**src/rtl/brent_kung_pipe.sv**
```systemverilog
// rtl/brent_kung_pipe.sv - pipelined Brent-Kung adder/subtractor with valid/ready flow control
// Up to three register slots: after g/p generation, after the up-sweep, and at the output.
module brent_kung_pipe #(
  parameter int WIDTH  = 12,
  parameter int STAGES = 2
) (
  input  logic               clk,
  input  logic               rst_n,
  input  logic [2*WIDTH-1:0] INPUTS,
  input  logic               cin,
  input  logic               sub,
  input  logic               in_valid,
  output logic               in_ready,
  output logic [WIDTH:0]     OUTS,
  output logic               ovf,
  output logic               out_valid,
  input  logic               out_ready
);
  localparam int L = $clog2(WIDTH);
  localparam int N = 1 << L;

  if (STAGES < 1 || STAGES > 3) begin : g_bad_stages
    $error("brent_kung_pipe: STAGES must be in 1..3");
  end
  if (WIDTH < 4 || WIDTH > 64) begin : g_bad_width
    $error("brent_kung_pipe: WIDTH must be in 4..64");
  end

  // Tree operands padded to a power of two; pad lanes hold g=0, p=0.
  typedef struct packed {
    logic [N-1:0]     g;
    logic [N-1:0]     p;
    logic [WIDTH-1:0] hp;
    logic             c0;
  } gp_t;

  function automatic gp_t gp_gen(input logic [2*WIDTH-1:0] ops, input logic ci, input logic sb);
    gp_t r;
    logic bi;
    r = '0;
    for (int i = 0; i < WIDTH; i++) begin
      bi      = ops[2*i+1] ^ sb;
      r.g[i]  = ops[2*i] & bi;
      r.p[i]  = ops[2*i] ^ bi;
      r.hp[i] = ops[2*i] ^ bi;
    end
    r.c0 = sb | ci;
    return r;
  endfunction

  function automatic gp_t up_sweep(input gp_t x);
    gp_t r;
    int  h;
    int  j;
    r = x;
    for (int lv = 0; lv < L; lv++) begin
      h = 1 << lv;
      for (int i = 0; i < N; i++) begin
        if (i % (2*h) == 2*h - 1) begin
          j      = (i >= h) ? i - h : 0;
          r.g[i] = r.g[i] | (r.p[i] & r.g[j]);
          r.p[i] = r.p[i] & r.p[j];
        end
      end
    end
    return r;
  endfunction

  // Down-sweep fills the remaining prefixes, then cin folds in as a final g|p&c0 per bit.
  function automatic logic [WIDTH+1:0] down_sum(input gp_t x);
    gp_t            r;
    logic [WIDTH:0] c;
    int             h;
    int             j;
    r = x;
    for (int lv = L - 2; lv >= 0; lv--) begin
      h = 1 << lv;
      for (int i = 0; i < N; i++) begin
        if (i >= 3*h - 1 && i % (2*h) == h - 1) begin
          j      = (i >= h) ? i - h : 0;
          r.g[i] = r.g[i] | (r.p[i] & r.g[j]);
          r.p[i] = r.p[i] & r.p[j];
        end
      end
    end
    c[0] = r.c0;
    for (int i = 0; i < WIDTH; i++) begin
      c[i+1] = r.g[i] | (r.p[i] & r.c0);
    end
    return {c[WIDTH] ^ c[WIDTH-1], c[WIDTH], r.hp ^ c[WIDTH-1:0]};
  endfunction

  gp_t              gen_d, a_d, up_d, b_d;
  logic             a_v, b_v;
  logic             a_ready, b_ready, o_ready;
  logic [WIDTH+1:0] fin_d;

  assign gen_d   = gp_gen(INPUTS, cin, sub);
  assign o_ready = !out_valid | out_ready;

  if (STAGES >= 3) begin : g_reg_gp
    logic va;
    gp_t  q;
    always_ff @(posedge clk or negedge rst_n) begin
      if (!rst_n)       va <= 1'b0;
      else if (a_ready) va <= in_valid;
    end
    always_ff @(posedge clk) begin
      if (a_ready && in_valid) q <= gen_d;
    end
    assign a_ready = !va | b_ready;
    assign a_v     = va;
    assign a_d     = q;
  end else begin : g_pass_gp
    assign a_ready = b_ready;
    assign a_v     = in_valid;
    assign a_d     = gen_d;
  end

  assign up_d = up_sweep(a_d);

  if (STAGES >= 2) begin : g_reg_up
    logic vb;
    gp_t  q;
    always_ff @(posedge clk or negedge rst_n) begin
      if (!rst_n)       vb <= 1'b0;
      else if (b_ready) vb <= a_v;
    end
    always_ff @(posedge clk) begin
      if (b_ready && a_v) q <= up_d;
    end
    assign b_ready = !vb | o_ready;
    assign b_v     = vb;
    assign b_d     = q;
  end else begin : g_pass_up
    assign b_ready = o_ready;
    assign b_v     = a_v;
    assign b_d     = up_d;
  end

  assign fin_d = down_sum(b_d);

  always_ff @(posedge clk or negedge rst_n) begin
    if (!rst_n) begin
      out_valid <= 1'b0;
      OUTS      <= '0;
      ovf       <= 1'b0;
    end else if (o_ready) begin
      out_valid <= b_v;
      if (b_v) {ovf, OUTS} <= fin_d;
    end
  end

  assign in_ready = a_ready;
endmodule
```
**config.mk**
```make
export PLATFORM = sky130hd
export DESIGN_NAME = brent_kung_pipe
export DESIGN_NICKNAME = d
export VERILOG_FILES = /design/src/rtl/brent_kung_pipe.sv
export SDC_FILE = /design/constraint.sdc
export NUM_CORES = 1
export LEC_CHECK = 0
export CAP_MARGIN = 20
export CORE_MARGIN = 4
export CORE_UTILIZATION = 35
export DETAILED_ROUTE_END_ITERATION = 8
export SKIP_LAST_GASP = 1
export SLEW_MARGIN = 10
export SYNTH_ARGS = -nofsm -noshare
export SYNTH_HDL_FRONTEND = slang
export SYNTH_SLANG_ARGS = --single-unit
```
**constraint.sdc**
```tcl
create_clock -name clk -period 2.05 [get_ports clk]
set_clock_uncertainty 0.1 [all_clocks]
set_input_delay 0.41 -clock clk [delete_from_list [all_inputs] [get_ports clk]]
set_output_delay 0.41 -clock clk [all_outputs]
set_load 0.02 [all_outputs]
```
# Yosys cells after proc, flatten, opt, wreduce, memory -nomap -nowiden
# Cells that the tools add are included.
totals:
  regBits: 53
  elab_cells: 131
  inputBits: 30
classes:
  reduce_logical: 4
  n_bitwise: 119
ops:
  columns: ["cell", "n"]
  rows:
  - ["bitwise AND 1 bit", 60]
  - ["OR 1 bit", 33]
  - ["XOR 1 bit", 25]
  - ["XOR 12 bit", 1]
  - ["zero test 1 bit", 2]
  - ["AND reduction 2 bit", 1]
  - ["logical AND 1 bit", 1]

# Logic depth before layout (Yosys ltp)
depth:
  word_depth: 8
  mapped_depth: 7
  ltp_nobuf: 6

# Worst setup path after synthesis
# OpenSTA, ideal clock, no wires.
synth_timing:
  path_type: "input-to-reg"
  startpoint: "input port sub"
  endpoint: "register g_reg_up.q, in the netlist b_d[36] (data pin)"
  arrival_ps: 1697
  slack_ps: -7
  n_path_buf: 1
  cell_stages: 6
  setup_ps: 261
  cell_sequence: "buf_2 > xor2_1 > ha_1 > and2_1 > and3_1 > a221o_1"
synth_lines:
  columns: ["item", "line_no", "rtl"]
  rows:
  - ["start: declaration", "11", "input logic sub,"]
  - ["end signal: assignment", "130", "if (b_ready && a_v) q <= up_d;"]
  - ["end: declaration", "124", "gp_t q;"]

==> metrics.txt <==
largest net degree at the start of global routing 32; Period minus WS final 1.99 ns; worst r2r dst OUTS[7]; Die ar. ~0.0073 sq mm; Max Slew Vio Count 0; CP most frequent cell a21o_1; commonest cells in the netlist edfxtp_1, xor2_1, dfrtp_1; MaxCap Viol Count 0; Port Buffer Count 45; # diodes 0; Post-synth EDFFs 31; vias per inst ~4.6; worst endpoint required time 2.00 ns; R2R cell count 4; Worst Path Max Fanout 3; Final #Nets 262; yosys synthesis warning count 0; Worst VDD drop between 0.3 and 0.4 mV; TritonCTS clock tree done; register area 0.00133 sq mm; Filler Cell Count 474; Switching Fraction 27.7%; Leak Pwr 0.00120 uW; total gr overflow 0; Pint 1740 uW; Final Cycle Share 97.1%; core box area 0.00564 sq mm; critical path launch point type input port; sequential share of the synthesized area 63.5%; Critical Path Slowest Stage Cell clkdlybuf4s50_1; RSZ-0062 raised after global routing false; hold_buf cts 0; first-pass GRT wire length ~6400 um; Hold WC Path Type input port to async pin; vias in the first global route 1380; GP Congestion around 0.76; Synth Cell Area ~0.0021 sq mm; CP max stage delay about 0.47 ns; DRT Pass-1 Iters 4; largest cells by area after synthesis edfxtp_1, dfrtp_1, xor2_1; per-cell routed wire length 13.2 um; final wirelength 3860 um; R2R Setup Slk 0.48 ns; syn nets 196; Netlist cell types 24; area delta synth->final 36.5%; reg-to-reg startpoint b_d[0]; synthesized instance count 153; final std cells w/o fill 292; setup violators final 0; sequential power share around half; combinational share of power about a quarter; I/O pin cnt 46; DR vias 1336; Die Ht around 85 um; CP Class input port to register; initial antenna violation count 0; relative slew slack 72.4%; Final Hold Viols 0; Detail Route Antenna Nets 0; Post-synth top flop edfxtp_1; Initial Utilization a little under two fifths; die width 85.4 um; clk_lat worst skew 0.30 ns; Initial DRC Count 38; Sink Count 47; share of cells above drive strength 1 14.5%; H-tree depth 2; Tot GR Track Use between 10% and 20%; nature of the critical path endpoint register; Synth Register Bits 47; Inst Count DP 282; crit path cell chain clkdlybuf4s50_1 > xor2_1 > ha_1 > a21o_1 > a21o_1 > a221o_1; WP data arrival a little under 2 ns; clock slew at reported path FFs ~0.08 ns; CTS max path bufs 2; multi-input logic area about 760 sq um; total CTS buffers 5; total chip power 2410 uW; Clock power frac 22.1%; power density cells 842 mW/mm^2; Async S/R FF share, synth 34.0%; setup slack after placement -0.476 ns; Post-DP HPWL ~3100 um; worst setup margin 0.0604 ns; outcome finished clean; setup_tns 0 ns; most numerous cell in the Yosys netlist edfxtp_1; Mapped Avg Cell Area 13.7 sq um; root buf cell clkbuf_8; cell taking the most area after synthesis edfxtp_1; Psw 667 uW; Slew @ Worst Pin just over 0.4 ns; detailed-route DRC error count 0; # rows 27; max frequency 0.503 GHz; Yosys top cell area share 44.4%
-- sequential cells by signal (all words and copies together), names as in the netlist --
register	cells
OUTS	13
b_d	31
b_v	1
out_valid	1
ovf	1
-- logic make-up (layout without fill, tap and decap cells) --
group / Yosys count / count (layout) / synth area share (%)
compound gates: 34 / 34 / 10.1
xor+xnor: 24 / 24 / 10.0
fa+ha+maj: 13 / 13 / 7.76
buf+inv: 3 / 70 / 0.716
flops: 47 / 47 / 63.5
mux: 1 / 1 / 0.537
simple gates: 31 / 31 / 7.34
-- critical path, delay by kind of cell --
family                   cells  cell delay, ns
adder cells (fa/ha/maj)      1            0.27
buffers and inverters        1            0.47
XOR/XNOR                     1            0.15
AO/OA/AOI/OAI                3            0.64
-- how the worst max path moves through the flow --
stage,from,endpoint,slack [ns],cells past startpoint
after floorplan,out_valid,b_d[0],0.009,2
after global placement,sub,b_d[36],-0.43,7
after detailed placement,sub,b_d[36],-0.48,7
after CTS,INPUTS[11],b_d[36],-0.009,6
after global routing,INPUTS[11],b_d[36],0.008,6
final,INPUTS[11],b_d[36],0.06,6
-- power by group through the flow --
stage / Clock (uW) / Combinational (uW) / Sequential (uW)
2_1_floorplan: 0 / 232 / 1340
3_3_place_gp: 0 / 632 / 1250
3_5_place_dp: 0 / 644 / 1260
4_1_cts: 543 / 648 / 1240
5_1_grt: 579 / 704 / 1250
6_report: 532 / 643 / 1240
-- what timing repair did --
| action | 4_1_cts | 5_1_grt |
|---|---|---|
| endpoints found under the setup margin | 4 | 1 |
| pin swaps | 2 | 10 |
| resized for setup | 4 | 4 |
| setup buffers | 1 | 1 |
-- routing by layer --
layer	vias up	part of all wire, %	track usage (%)
li1	680	-	-
met1	613	46	14.2
met2	38	47	18.1
met3	5	5.2	2.23
met4	0	1.8	5.61
met5	-	0	0
-- cell usage in the layout (no fill, tap or decap), types with 2 or more instances in the layout --
cell and instances:
ha_1 13, nand2b_1 3, buf_6 2, xor2_1 19, dfrtp_1 16, and2_1 5, a21o_1 6, clkdlybuf4s50_1 42
edfxtp_1 31, a21oi_1 7, xnor2_1 5, buf_4 14, a21o_2 3, o21ai_0 13, and3_1 2, nand2_1 15
clkinv_2 3, clkbuf_8 5
-- per-stage QoR --
stage / instance area, sq um / hold slack, ns / util (%)
6_report: 2860 / 0.307 / 50.7
3_3_place_gp: 2750 / 0.363 / 48.7
2_1_floorplan: 2100 / 0.0144 / -
3_5_place_dp: 2750 / 0.374 / 48.7
5_1_grt: 2860 / 0.338 / 50.7
4_1_cts: 2840 / 0.310 / 50.4
-- area by class of cell --
type | instances | area share [%]
sequential | 47 | 46.5
multi-input combinational | 103 | 26.5
timing repair buffer | 62 | 20.9
tap | 72 | 3.15
clock buffer | 5 | 2.40
clock inverter | 3 | 0.525
Note: power is estimated with default switching activity, not from simulation.
